--- src/rtl/piso_serializer.sv ---
// Parallel-in serial-out transmitter: accepts a word on a valid/ready handshake and shifts it out MSB first.
// Define PISO_PARITY_EN to append an even-parity bit after the data bits of every frame.
module piso_serializer #(
    parameter int WIDTH = 8
) (
    input  logic             clk,
    input  logic             rst,
    input  logic [WIDTH-1:0] pin,
    input  logic             pin_valid,
    output logic             pin_ready,
    output logic             sout,
    output logic             sout_valid,
    output logic             sout_last,
    output logic             busy
);

    localparam int CW = (WIDTH > 2) ? $clog2(WIDTH) : 1;
    localparam logic [CW-1:0] LAST_IDX = CW'(WIDTH - 1);

`ifdef PISO_PARITY_EN
    typedef enum logic [1:0] {IDLE, SHIFT, PARITY} state_t;
`else
    typedef enum logic {IDLE, SHIFT} state_t;
`endif

    state_t           state_q, state_d;
    logic [WIDTH-1:0] shift_q, shift_d;
    logic [CW-1:0]    cnt_q, cnt_d;
    logic             sout_q, sout_d;
    logic             valid_q, valid_d;
    logic             last_q, last_d;
    logic             ready_q, ready_d;
    logic             accept;
    logic             loadWord;
`ifdef PISO_PARITY_EN
    logic             par_q, par_d;
`endif

    assign accept = pin_valid && ready_q;

    always_comb begin
        state_d  = state_q;
        shift_d  = shift_q;
        cnt_d    = cnt_q;
        loadWord = 1'b0;
`ifdef PISO_PARITY_EN
        par_d    = par_q;
`endif
        case (state_q)
            IDLE: begin
                if (accept) loadWord = 1'b1;
            end
            SHIFT: begin
                if (cnt_q == LAST_IDX) begin
                    if (accept) begin
                        loadWord = 1'b1;
                    end else begin
`ifdef PISO_PARITY_EN
                        state_d = PARITY;
`else
                        state_d = IDLE;
`endif
                    end
                end else begin
                    shift_d = {shift_q[WIDTH-2:0], 1'b0};
                    cnt_d   = cnt_q + CW'(1);
                end
            end
`ifdef PISO_PARITY_EN
            PARITY: begin
                if (accept) loadWord = 1'b1;
                else        state_d  = IDLE;
            end
`endif
            default: state_d = IDLE;
        endcase

        // A reload on the final-bit edge keeps the state in SHIFT so frames run gapless.
        if (loadWord) begin
            state_d = SHIFT;
            shift_d = pin;
            cnt_d   = '0;
`ifdef PISO_PARITY_EN
            par_d   = ^pin;
`endif
        end
    end

    // Output flags are computed from the next state so that every output is a flop.
    always_comb begin
        valid_d = (state_d != IDLE);
        sout_d  = 1'b0;
        last_d  = 1'b0;
        if (state_d == SHIFT) begin
            sout_d = shift_d[WIDTH-1];
`ifndef PISO_PARITY_EN
            last_d = (cnt_d == LAST_IDX);
`endif
        end
`ifdef PISO_PARITY_EN
        if (state_d == PARITY) begin
            sout_d = par_d;
            last_d = 1'b1;
        end
`endif
        ready_d = (state_d == IDLE) || last_d;
    end

    always_ff @(posedge clk or posedge rst) begin
        if (rst) begin
            state_q <= IDLE;
            shift_q <= '0;
            cnt_q   <= '0;
            sout_q  <= 1'b0;
            valid_q <= 1'b0;
            last_q  <= 1'b0;
            ready_q <= 1'b1;
`ifdef PISO_PARITY_EN
            par_q   <= 1'b0;
`endif
        end else begin
            state_q <= state_d;
            shift_q <= shift_d;
            cnt_q   <= cnt_d;
            sout_q  <= sout_d;
            valid_q <= valid_d;
            last_q  <= last_d;
            ready_q <= ready_d;
`ifdef PISO_PARITY_EN
            par_q   <= par_d;
`endif
        end
    end

    assign pin_ready  = ready_q;
    assign sout       = sout_q;
    assign sout_valid = valid_q;
    assign sout_last  = last_q;
    assign busy       = valid_q;

endmodule

--- config.mk ---
export PLATFORM = sky130hd
export DESIGN_NAME = piso_serializer
export DESIGN_NICKNAME = d
export VERILOG_FILES = /design/src/rtl/piso_serializer.sv
export SDC_FILE = /design/constraint.sdc
export NUM_CORES = 1
export LEC_CHECK = 0
export ABC_AREA = 1
export BUFFER_PORTS_ARGS = -buffer_cell sky130_fd_sc_hd__buf_2
export CAP_MARGIN = 20
export CORE_MARGIN = 4
export CORE_UTILIZATION = 49
export DETAILED_ROUTE_END_ITERATION = 8
export PLACE_DENSITY = 0.81
export SETUP_SLACK_MARGIN = 0.1
export SLEW_MARGIN = 30
export SYNTH_ARGS = -nofsm -noshare
export SYNTH_HDL_FRONTEND = slang
export SYNTH_SLANG_ARGS = --single-unit
--- constraint.sdc ---
create_clock -name clk -period 1.6 [get_ports clk]
set_input_delay 0.32 -clock clk [delete_from_list [all_inputs] [get_ports clk]]
set_output_delay 0.32 -clock clk [all_outputs]
set_load 0.02 [all_outputs]
==> results.md <==
- The least setup slack across all paths after layout is 306 ps.
- The signal on the critical path passes through ha_1 -> nand2_2 -> nand2_4 -> nand2_1 -> nand2_1 -> nor2_1 -> nand2_1 -> nor2_2.
- In this run, synthesis produced a sequential element count of 14.
- By area the synthesized netlist is led by dfrtp_1 51%, nand2_1 19%, nand3_1 5.5%.
- The final clock skew is 3.41 ps.
- The fraction of layout instances using a drive strength above 1 is 34.4%.
- The critical path is of the flop to flop type.
- The final count of pins violating max slew is 0.
- The clock root buffer master is clkbuf_4.
- The total routing usage reported by global routing is 12.5%.
- The upper clock frequency limit is 773 MHz.
- The cell family contributing the most delay on the critical path is simple AND/OR/NAND/NOR gates.
- The peak fanout along the critical path is 5.
- The die is 44.2 microns wide.
- The wire length of the first global-routing pass is 1860 microns.
- The residual antenna-violating net count after detailed routing is 0.
- The share of synthesized area in the top cell type comes to 50.8%.
- The mean instance size in the synthesized netlist is 8.90 sq um.
- Sequential elements use 54.9% of the synthesized area.
- The total clock buffers created by CTS is 3.
- Clock-pin slew was measured on the worst setup and hold paths at 80 ps.
- The aggregate routed wire length is 1070 microns.
- The core region is 1170 sq um.
- The buffer levels on the longest clock path is 2.
- The count of flip-flops with a built-in enable after synthesis is 0.
- The endpoint class of the critical path is a flop.
- The area growth from synthesis to layout is 18.9%.
- The congestion estimate from routability-driven global placement came to 0.760.
- The flow ran to the end, and the final reports show no timing, DRC or antenna violations.
- Summed over all cells, the static leakage comes to 0.434 nW.
- The pin count of the biggest net entering global routing is 15.
- The most numerous cell type found on the critical path is nand2_1.
- The number of hold buffers added after CTS was 0.
- The final critical-path share of the clock period is 80.9%.
- dfrtp_1 takes more of the synthesized area than any other cell.
- At the pin with the least slew margin, the transition time is 507 ps.
- The largest stage delay on the critical path is 420 ps.
- In this run the cell area of the synthesized design comes to 641 sq um.
- Input and output buffers added on the ports amount to 15.
- After detailed routing, the number of vias per cell comes to 4.77.
- The sum of buffers and inverters on the critical path is 0.
- In the routed design, unresolved DRC markers number 0.
- After global routing the overflow that remains totals 0.
- The total iterations of the first detailed-routing run is 4.
- During I/O placement, the number of pins put on the boundary was 16.
- The number of global-route vias before repair is 451.
- In the final routed layout, each cell accounts on average for 10.3 microns.
- Of all flip-flops after synthesis, the portion carrying an async set or reset was 100%.
- The count of different cell masters after synthesis is 16.
- The nature of the critical path startpoint is a flop.
- The number of DRC markers in iteration 0 is 3.
- For this block, the via count after detailed routing is 496.
- The CTS sink count is 14.
- After floorplanning, the core was divided into 12 placement rows.
- The initial antenna violation count was 0.
- The arrival time at the worst endpoint is 1510 ps.
- For this design the ratio of total power to cell area is 2040 nW/um^2.
- The area of the die is 1950 sq um.
- The post-CTS setup buffer count is 0.
- The clock latency at the later pin of the worst-skew pair is 280 ps.
- The pre-CTS worst setup slack is 316 ps.
- The minimum clock period after layout is 1290 ps.
- The number of instances resized during post-cts repair is 0.
- The count of endpoints failing setup in the final report is 0.
- The number of hold violations in the final report is 0.
- The wire-length estimate of the detail-placed layout is 853 microns.
- The initial utilization of the core area, before any placement, comes to 54.7%.
- The reported max-cap violation count is 0.
- After synthesis, the most frequently instantiated cells are 32 x nand2_1, 13 x dfrtp_1, 7 x nand3_1.
- The repair_antennas step left the layout with diodes totalling 0.
- The cell with the most instances after synthesis is nand2_1.
- CTS built an H-tree with a depth of 1.
- The final layout contains 103 nets.
- Setup repair after global routing left no endpoint under its margin.
- The vertical die dimension is 44.2 microns.
- The commonest register cell after synthesis is dfrtp_1.
- The number of cells produced by synthesis is 72.
- The min-delay analysis places its worst path in the category input pin to async pin.
- The total negative slack for setup checks is 0 ps.
- Synthesis produced a netlist with a net count of 84.
- Yosys printed 0 warnings.
- The clock tree from TritonCTS is yes.
- The cell with the largest stage delay on the worst path is dfrtp_1.
- The remaining max-slew budget at the tightest pin is 66.2%.
- The worst-case vdd ir drop is 0.00101 V.
- The endpoint required time on the critical path is 1810 ps.
layout by cell type, fill, tap and decap left out:
cell,count
dfrtp_1,13
nand2_4,2
inv_4,1
clkbuf_4,3
o21ai_2,1
nand2_2,2
nand3_1,7
inv_1,4
nor2_8,1
clkbuf_8,1
dfstp_2,1
nand2_1,32
inv_2,3
nor2_1,1
ha_1,1
nand3b_1,1
buf_2,15
nor2_2,1
stage by stage:
stage | total power, mW | hold slack, ps | cells | cell area (sq um) | util, %
2_1_floorplan | 1.17 | 209 | 72 | 641 | -
3_3_place_gp | 1.29 | 375 | 100 | 726 | 62.0
3_5_place_dp | 1.32 | 379 | 100 | 726 | 62.0
4_1_cts | 1.57 | 78.5 | 104 | 762 | 65.1
5_1_grt | 1.68 | 101 | 104 | 762 | 65.1
6_report | 1.56 | 56.1 | 104 | 762 | 65.1
metal layers:
layer | wire [microns] | GRT usage [%] | up-vias | part of all wire (%)
li1 | - | - | 254 | -
met1 | 435 | 16.2 | 225 | 41
met2 | 547 | 21.2 | 14 | 51
met3 | 69 | 2.44 | 3 | 6.5
met4 | 14 | 3.61 | 0 | 1.3
met5 | 0 | 0 | - | 0
power breakdown:
part           switching [mW]  total (mW)  internal [mW]  leakage [nW]
combinational           0.462       0.711          0.249         0.238
clock                   0.110       0.248          0.138        0.0210
sequential             0.0883       0.597          0.509         0.176
total                   0.660        1.56          0.896         0.434
path summary, 6_finish.rpt:
path,startpoint,end,slack (ps),cells after the start
setup / recovery,cnt_q[0],sout_last,310,8
hold / removal,rst,shift_q[3],60,2
setup reg to reg,cnt_q[0],sout_last,310,8
hold reg to reg,shift_q[0],shift_q[0],490,2
max in group asynchronous,rst,pin_ready,1180,2
min in group clk,pin[7],sout,240,3
cells by family (layout without fill, tap and decap cells):
| group | Yosys count | in the layout | synth area share [%] |
|---|---|---|---|
| buf+inv | 9 | 27 | 6.25 |
| fa+ha+maj | 1 | 1 | 1.95 |
| flops | 14 | 14 | 54.9 |
| simple gates | 47 | 47 | 35.5 |
| compound gates | 1 | 1 | 1.37 |
cell type report:
class / count / area (sq um)
tap: 14 / 17.5
clock buffer: 4 / 36.3
sequential: 14 / 352
inverter: 8 / 32.5
fill: 101 / 409
timing repair buffer: 15 / 75.1
multi-input combinational: 49 / 249
sequential cells by signal, summed over array words and instances, names as in the netlist:
| register | flops |
|---|---|
| shift_q | 7 |
| cnt_q | 3 |
| busy | 1 |
| pin_ready | 1 |
| sout | 1 |
| sout_last | 1 |
Power figures use the tool's default switching activity.
